### config.mk
export PLATFORM = sky130hd
export DESIGN_NAME = ext_mem_arbiter_flat
export DESIGN_NICKNAME = d
export VERILOG_FILES = /design/src/rtl/ext_mem_arbiter_if.sv /design/src/rtl/ext_mem_arbiter.sv /design/src/flat_wrapper.sv
export SDC_FILE = /design/constraint.sdc
export NUM_CORES = 1
export LEC_CHECK = 0
export ABC_AREA = 1
export CORE_AREA = 3 3 638 640
export DETAILED_ROUTE_END_ITERATION = 7
export DIE_AREA = 0 0 641 643
export PLACE_DENSITY = 0.31
export SYNTH_ARGS = -nofsm -noshare
export SYNTH_HDL_FRONTEND = slang
export SYNTH_SLANG_ARGS = --single-unit
### constraint.sdc
create_clock -name clk -period 2.8 [get_ports clk]
set_input_delay 0.42 -clock clk [delete_from_list [all_inputs] [get_ports clk]]
set_output_delay 0.42 -clock clk [all_outputs]
set_load 0.005 [all_outputs]
### src/rtl/ext_mem_arbiter_if.sv
// Bus bundle between I/D-cache requesters, the arbiter and external memory.
// slave: arbiter view; master: requester/memory view.
interface ext_mem_arbiter_if #(
  parameter int ADDR_W = 32,
  parameter int DATA_W = 256
);
  logic              req0_cs;
  logic              req0_we;
  logic [ADDR_W-1:0] req0_addr;
  logic [DATA_W-1:0] req0_data_i;
  logic [DATA_W-1:0] req0_data_o;
  logic              req0_ack;

  logic              req1_cs;
  logic              req1_we;
  logic [ADDR_W-1:0] req1_addr;
  logic [DATA_W-1:0] req1_data_i;
  logic [DATA_W-1:0] req1_data_o;
  logic              req1_ack;

  logic              ext_mem_cs;
  logic              ext_mem_we;
  logic [ADDR_W-1:0] ext_mem_addr;
  logic [DATA_W-1:0] ext_mem_data_o;
  logic [DATA_W-1:0] ext_mem_data_i;
  logic              ext_mem_ack;

  logic [1:0]        grant;

  modport slave (
    input  req0_cs, req0_we, req0_addr, req0_data_i,
    output req0_data_o, req0_ack,
    input  req1_cs, req1_we, req1_addr, req1_data_i,
    output req1_data_o, req1_ack,
    output ext_mem_cs, ext_mem_we, ext_mem_addr, ext_mem_data_o,
    input  ext_mem_data_i, ext_mem_ack,
    output grant
  );

  modport master (
    output req0_cs, req0_we, req0_addr, req0_data_i,
    input  req0_data_o, req0_ack,
    output req1_cs, req1_we, req1_addr, req1_data_i,
    input  req1_data_o, req1_ack,
    input  ext_mem_cs, ext_mem_we, ext_mem_addr, ext_mem_data_o,
    output ext_mem_data_i, ext_mem_ack,
    input  grant
  );
endinterface

### src/rtl/ext_mem_arbiter.sv
// Two-port (I$=0, D$=1) external memory arbiter, alternating on ties.
// Ports: clk, rst (async active-low), bus (ext_mem_arbiter_if.slave).
module ext_mem_arbiter #(
  parameter int ADDR_W = 32,
  parameter int DATA_W = 256
) (
  input logic               clk,
  input logic               rst,
  ext_mem_arbiter_if.slave  bus
);

  typedef enum logic [1:0] {
    IDLE,
    SERVE0,
    SERVE1,
    RELEASE
  } state_t;

  state_t            state;
  state_t            state_nx;
  logic              last;
  logic              last_nx;
  logic              cap;
  logic              cap_sel;
  logic [ADDR_W-1:0] addr_q;
  logic              we_q;
  logic [DATA_W-1:0] data_q;

  always_comb begin
    state_nx = state;
    last_nx  = last;
    cap      = 1'b0;
    cap_sel  = 1'b0;
    unique case (state)
      IDLE: begin
        // port 0 wins unless it also won the previous tie
        if (bus.req0_cs && (!bus.req1_cs || last)) begin
          state_nx = SERVE0;
          cap      = 1'b1;
        end else if (bus.req1_cs) begin
          state_nx = SERVE1;
          cap      = 1'b1;
          cap_sel  = 1'b1;
        end
      end
      SERVE0: begin
        if (bus.ext_mem_ack) begin
          state_nx = RELEASE;
          last_nx  = 1'b0;
        end
      end
      SERVE1: begin
        if (bus.ext_mem_ack) begin
          state_nx = RELEASE;
          last_nx  = 1'b1;
        end
      end
      RELEASE: state_nx = IDLE;
      default: state_nx = IDLE;
    endcase
  end

  always_ff @(posedge clk or negedge rst) begin
    if (!rst) begin
      state  <= IDLE;
      last   <= 1'b1;
      addr_q <= '0;
      we_q   <= 1'b0;
      data_q <= '0;
    end else begin
      state <= state_nx;
      last  <= last_nx;
      if (cap) begin
        addr_q <= cap_sel ? bus.req1_addr   : bus.req0_addr;
        we_q   <= cap_sel ? bus.req1_we     : bus.req0_we;
        data_q <= cap_sel ? bus.req1_data_i : bus.req0_data_i;
      end
    end
  end

  assign bus.grant          = {state == SERVE1, state == SERVE0};
  assign bus.ext_mem_cs     = |bus.grant;
  assign bus.ext_mem_addr   = addr_q;
  assign bus.ext_mem_we     = we_q;
  assign bus.ext_mem_data_o = data_q;

  // an abandoned request (cs dropped) swallows its ack
  assign bus.req0_ack = bus.ext_mem_ack & bus.grant[0] & bus.req0_cs;
  assign bus.req1_ack = bus.ext_mem_ack & bus.grant[1] & bus.req1_cs;

  assign bus.req0_data_o = bus.req0_ack ? bus.ext_mem_data_i : '0;
  assign bus.req1_data_o = bus.req1_ack ? bus.ext_mem_data_i : '0;

endmodule

### src/flat_wrapper.sv
// flat-port wrapper written by rule: the top's interface ports become plain ports
module ext_mem_arbiter_flat 
#(
  parameter int ADDR_W = 32,
  parameter int DATA_W = 256
)
  (clk, rst, bus_req0_cs, bus_req0_we, bus_req0_addr, bus_req0_data_i, bus_req0_data_o, bus_req0_ack, bus_req1_cs, bus_req1_we, bus_req1_addr, bus_req1_data_i, bus_req1_data_o, bus_req1_ack, bus_ext_mem_cs, bus_ext_mem_we, bus_ext_mem_addr, bus_ext_mem_data_o, bus_ext_mem_data_i, bus_ext_mem_ack, bus_grant);
  ext_mem_arbiter_if #(.ADDR_W(ADDR_W), .DATA_W(DATA_W)) bus_i ();
  input logic clk;
  input logic rst;
  input wire logic [$bits(bus_i.req0_cs)-1:0] bus_req0_cs;
  input wire logic [$bits(bus_i.req0_we)-1:0] bus_req0_we;
  input wire logic [$bits(bus_i.req0_addr)-1:0] bus_req0_addr;
  input wire logic [$bits(bus_i.req0_data_i)-1:0] bus_req0_data_i;
  output wire logic [$bits(bus_i.req0_data_o)-1:0] bus_req0_data_o;
  output wire logic [$bits(bus_i.req0_ack)-1:0] bus_req0_ack;
  input wire logic [$bits(bus_i.req1_cs)-1:0] bus_req1_cs;
  input wire logic [$bits(bus_i.req1_we)-1:0] bus_req1_we;
  input wire logic [$bits(bus_i.req1_addr)-1:0] bus_req1_addr;
  input wire logic [$bits(bus_i.req1_data_i)-1:0] bus_req1_data_i;
  output wire logic [$bits(bus_i.req1_data_o)-1:0] bus_req1_data_o;
  output wire logic [$bits(bus_i.req1_ack)-1:0] bus_req1_ack;
  output wire logic [$bits(bus_i.ext_mem_cs)-1:0] bus_ext_mem_cs;
  output wire logic [$bits(bus_i.ext_mem_we)-1:0] bus_ext_mem_we;
  output wire logic [$bits(bus_i.ext_mem_addr)-1:0] bus_ext_mem_addr;
  output wire logic [$bits(bus_i.ext_mem_data_o)-1:0] bus_ext_mem_data_o;
  input wire logic [$bits(bus_i.ext_mem_data_i)-1:0] bus_ext_mem_data_i;
  input wire logic [$bits(bus_i.ext_mem_ack)-1:0] bus_ext_mem_ack;
  output wire logic [$bits(bus_i.grant)-1:0] bus_grant;
  assign bus_i.req0_cs = bus_req0_cs;
  assign bus_i.req0_we = bus_req0_we;
  assign bus_i.req0_addr = bus_req0_addr;
  assign bus_i.req0_data_i = bus_req0_data_i;
  assign bus_req0_data_o = bus_i.req0_data_o;
  assign bus_req0_ack = bus_i.req0_ack;
  assign bus_i.req1_cs = bus_req1_cs;
  assign bus_i.req1_we = bus_req1_we;
  assign bus_i.req1_addr = bus_req1_addr;
  assign bus_i.req1_data_i = bus_req1_data_i;
  assign bus_req1_data_o = bus_i.req1_data_o;
  assign bus_req1_ack = bus_i.req1_ack;
  assign bus_ext_mem_cs = bus_i.ext_mem_cs;
  assign bus_ext_mem_we = bus_i.ext_mem_we;
  assign bus_ext_mem_addr = bus_i.ext_mem_addr;
  assign bus_ext_mem_data_o = bus_i.ext_mem_data_o;
  assign bus_i.ext_mem_data_i = bus_ext_mem_data_i;
  assign bus_i.ext_mem_ack = bus_ext_mem_ack;
  assign bus_grant = bus_i.grant;
  ext_mem_arbiter #(.ADDR_W(ADDR_W), .DATA_W(DATA_W)) u_core (.clk(clk), .rst(rst), .bus(bus_i));
endmodule
==> results of run 1 <==
[metrics by stage]
step	util (%)	TNS (ps)	hold slack (ps)	area [sq um]	instances
floorplan	-	0	124	18300	3053
global placement	10.9	-63160	462	44000	9992
detailed placement	10.9	-51280	464	44000	9992
CTS	11.5	-94600	295	46100	10100
global route	11.8	-44740	361	47400	10200
finish	11.8	-18560	383	47400	10200
[what timing repair did]
item,4_1_cts,5_1_grt
setup endpoints to repair,505,488
hold endpoints to repair,30,0
resized for setup,443,339
cloned,16,7
setup buffers,31,23
pin swaps,3,3
hold buffers,1,0
[registers in the layout, summed over array words and instances (netlist names)]
name                       count
u_core.bus.ext_mem_we          1
u_core.bus.ext_mem_addr       32
u_core.last                    1
u_core.bus.ext_mem_data_o    256
u_core.state                   2
[final timing paths]
kind	endpoint	slack, ps	cells past startpoint
max	bus_req1_data_o[137]	-280	11
min	u_core.bus.ext_mem_addr[21]	380	5
max reg2reg	u_core.bus.ext_mem_data_o[203]	350	11
min reg2reg	u_core.bus.ext_mem_data_o[120]	480	2
max in group asynchronous	u_core.bus.ext_mem_data_o[246]	1590	3
min in group asynchronous	u_core.bus.ext_mem_data_o[83]	440	2
[worst min-delay path, delay by kind of cell]
kind                   cells  cell delay (ps)
buffers and inverters      1              400
AND/OR/NAND/NOR            4              200
[layout make-up]
type / instances / area, sq um / area share (%)
Multi-Input combinational cell: 2277 / 9450 / 19.9
Clock buffer: 59 / 1210 / 2.56
Inverter: 269 / 1040 / 2.20
Clock inverter: 16 / 309 / 0.652
Antenna cell: 71 / 178 / 0.375
Tap cell: 5287 / 6620 / 14.0
Sequential cell: 292 / 7310 / 15.4
Timing Repair inverter: 1 / 20.0 / 0.0422
Timing Repair Buffer: 1943 / 21300 / 44.8
[layout by cell type (no fill, tap or decap), drive strengths merged]
cell type      instances
diode                 71
clkdlybuf4s15         24
a32oi                  1
a21oi                  1
nand3                290
nand2               1463
clkinv                 5
o21ai                  2
inv                  274
clkinvlp               1
bufinv                 6
dlygate4sd2           42
dlygate4sd3            1
ha                     5
dlymetal6s2s         188
dfstp                  1
nor2                 515
bufbuf                 2
clkbuf                71
clkdlybuf4s50       1156
dfrtp                291
buf                  518
[power breakdown]
part	switching, uW	leakage, uW	total [uW]	internal, uW
clock	2520	0.000742	6140	3610
sequential	1130	0.00363	7400	6270
combinational	10100	0.0202	18700	8620
[cells in the mapped netlist]
| cell type | number |
|---|---|
| buf_2 | 137 |
| ha_1 | 5 |
| dfstp_2 | 1 |
| nand3_1 | 290 |
| clkbuf_1 | 65 |
| a21oi_1 | 1 |
| inv_2 | 1 |
| o21ai_0 | 2 |
| buf_1 | 4 |
| nand2_2 | 3 |
| buf_4 | 8 |
| a32oi_1 | 1 |
| nand2_1 | 1460 |
| inv_1 | 268 |
| dfrtp_1 | 291 |
| nor2_1 | 515 |
| buf_6 | 1 |
[per-layer routing]
layer  global-route usage [%]  wire [um]  part of all wire [%]
met1                     12.4      92900                    32
met2                     27.2     163000                    56
met3                     3.78      19500                   6.7
met4                     5.17      14000                   4.8
met5                        0        547                  0.19
[logic make-up (layout without fill, tap and decap cells)]
group | count (synthesis) | after routing | synth area share [%]
compound gates | 4 | 4 | 0.130
fa+ha+maj | 5 | 5 | 0.342
buf+inv | 484 | 2288 | 11.1
flops | 292 | 292 | 39.9
other cells | 0 | 71 | 0
simple gates | 2268 | 2268 | 48.5
==> results.md, run 1 <==
- CP arrival: 2660 ps
- DRC errors left: 0
- Power Density: 681 nW/um^2
- Post-synthesis cell area: 18300 sq um
- Library cells used by synthesis: 17
- Share of cells above drive strength 1: 14.8%
- Area Overhead vs Synth: 159%
- Hold_sp: bus_req0_addr[21]
- First-pass GRT wire length: 352 mm
- Clock latency on the worst-skew pair: 670 ps
- Final period utilization: 110%
- Clock skew: 27.0 ps
- CTS H-tree lvls: 2
- Number of max-cap violations: 0
- Largest net degree at the start of global routing: 112
- P_leak: 0.0245 uW
- Final nets: 5669
- Worst setup EP type: primary output
- Final hold vios: 0
- Crit path launch: u_core.state[0]
- # IOs: 1645
- HPWL after DPL: 257 mm
- Post-route ant nets: 0
- RSZ-0062 raised after global routing: true
- Top post-synthesis cells by area: dfrtp_1 40%, nand2_1 30%, nor2_1 11%, nand3_1 7.9%, inv_1 5.5%
- Setup WS pre-CTS: -376 ps
- DR iter-0 viols: 1735
- Clock root buffer: clkbuf_16
- Via density: 2.74
- Warnings from Yosys: 0
- Post-synthesis register bit count: 292
- Setup slack after layout: -281 ps
- Total core area: 402000 sq um
- Port-buffer cells: 1644
- Vias in the first global route: 29100
- Worst slew pin tran: 780 ps
- Most common cell type on the critical path: buf_4
- Initial core utilization: 4.55%
- Placer Congestion: 0.897
- Run status: finished with violations
- Power, Total: 32300 uW
- Clock sinks: 292
- CP Buf/Inv Count: 7
- Synth Instances: 3053
- Failing checks: negative setup slack
- Crit-path slowest cell: dfrtp_1
- Max_slew headroom: 48.0%
- Worst-path fanout max: 22
- Syn_area_per_cell: 6.00 sq um
- Total Routed Length: 290 mm
- Routed via count: 28000
- CP top delay family: buffers and inverters
- Clock buffer count from CTS: 41
- Total grt overflow: 0
- DRT Pass-1 Iters: 5
- Clock Pin Slew Worst Setup and Hold Paths: 60 ps
- Die area: 412000 sq um
- Post-synthesis sequential area ratio: 39.9%
- Startpoint types: flip-flop
- Syn Nets: 3897
- Setup violations, final: 195
- Final Max Tran Viols: 0
- Crit path kind: flip-flop to primary output
- Max rail drop VDD: 0.349 mV
- Fin crit period: 3080 ps
- Die extent in x: 641 um
- Wirelength per Cell: 28.4 um
- Core Rows: 233
- Critical R2R Launch: u_core.state[0]
- TritonCTS clock tree: built
- FMAX: 325 MHz
- Share of the synthesized area in the top cell type: 39.8%
- Top cell type by total area after synthesis: dfrtp_1
- Hold Crit Class: input port to flip-flop
- FILL cells: 46600
- Slowest stage delay, CP: 400 ps
- Cells along the critical path: inv_2 -> ha_4 -> nand2_4 -> nor2_4 -> buf_12 -> inv_16 -> buf_16 -> buf_4 -> buf_4 -> nor2_2 -> clkdlybuf4s15_2
- Clock Tree Buf Depth: 3
- Initial antenna violation count: 177
- Chip height: 643 um
- Total Routing Usage GR: 13.4%
- Worst Path Required: 2380 ps
No activity file was read; power rests on OpenSTA's default activity.
==> run 2, diff against run 1 <==
CAP_MARGIN = 20   (was default)
==> results of run 2 <==
Same layout as run 1: the final DEF is identical, and so are final timing and power.
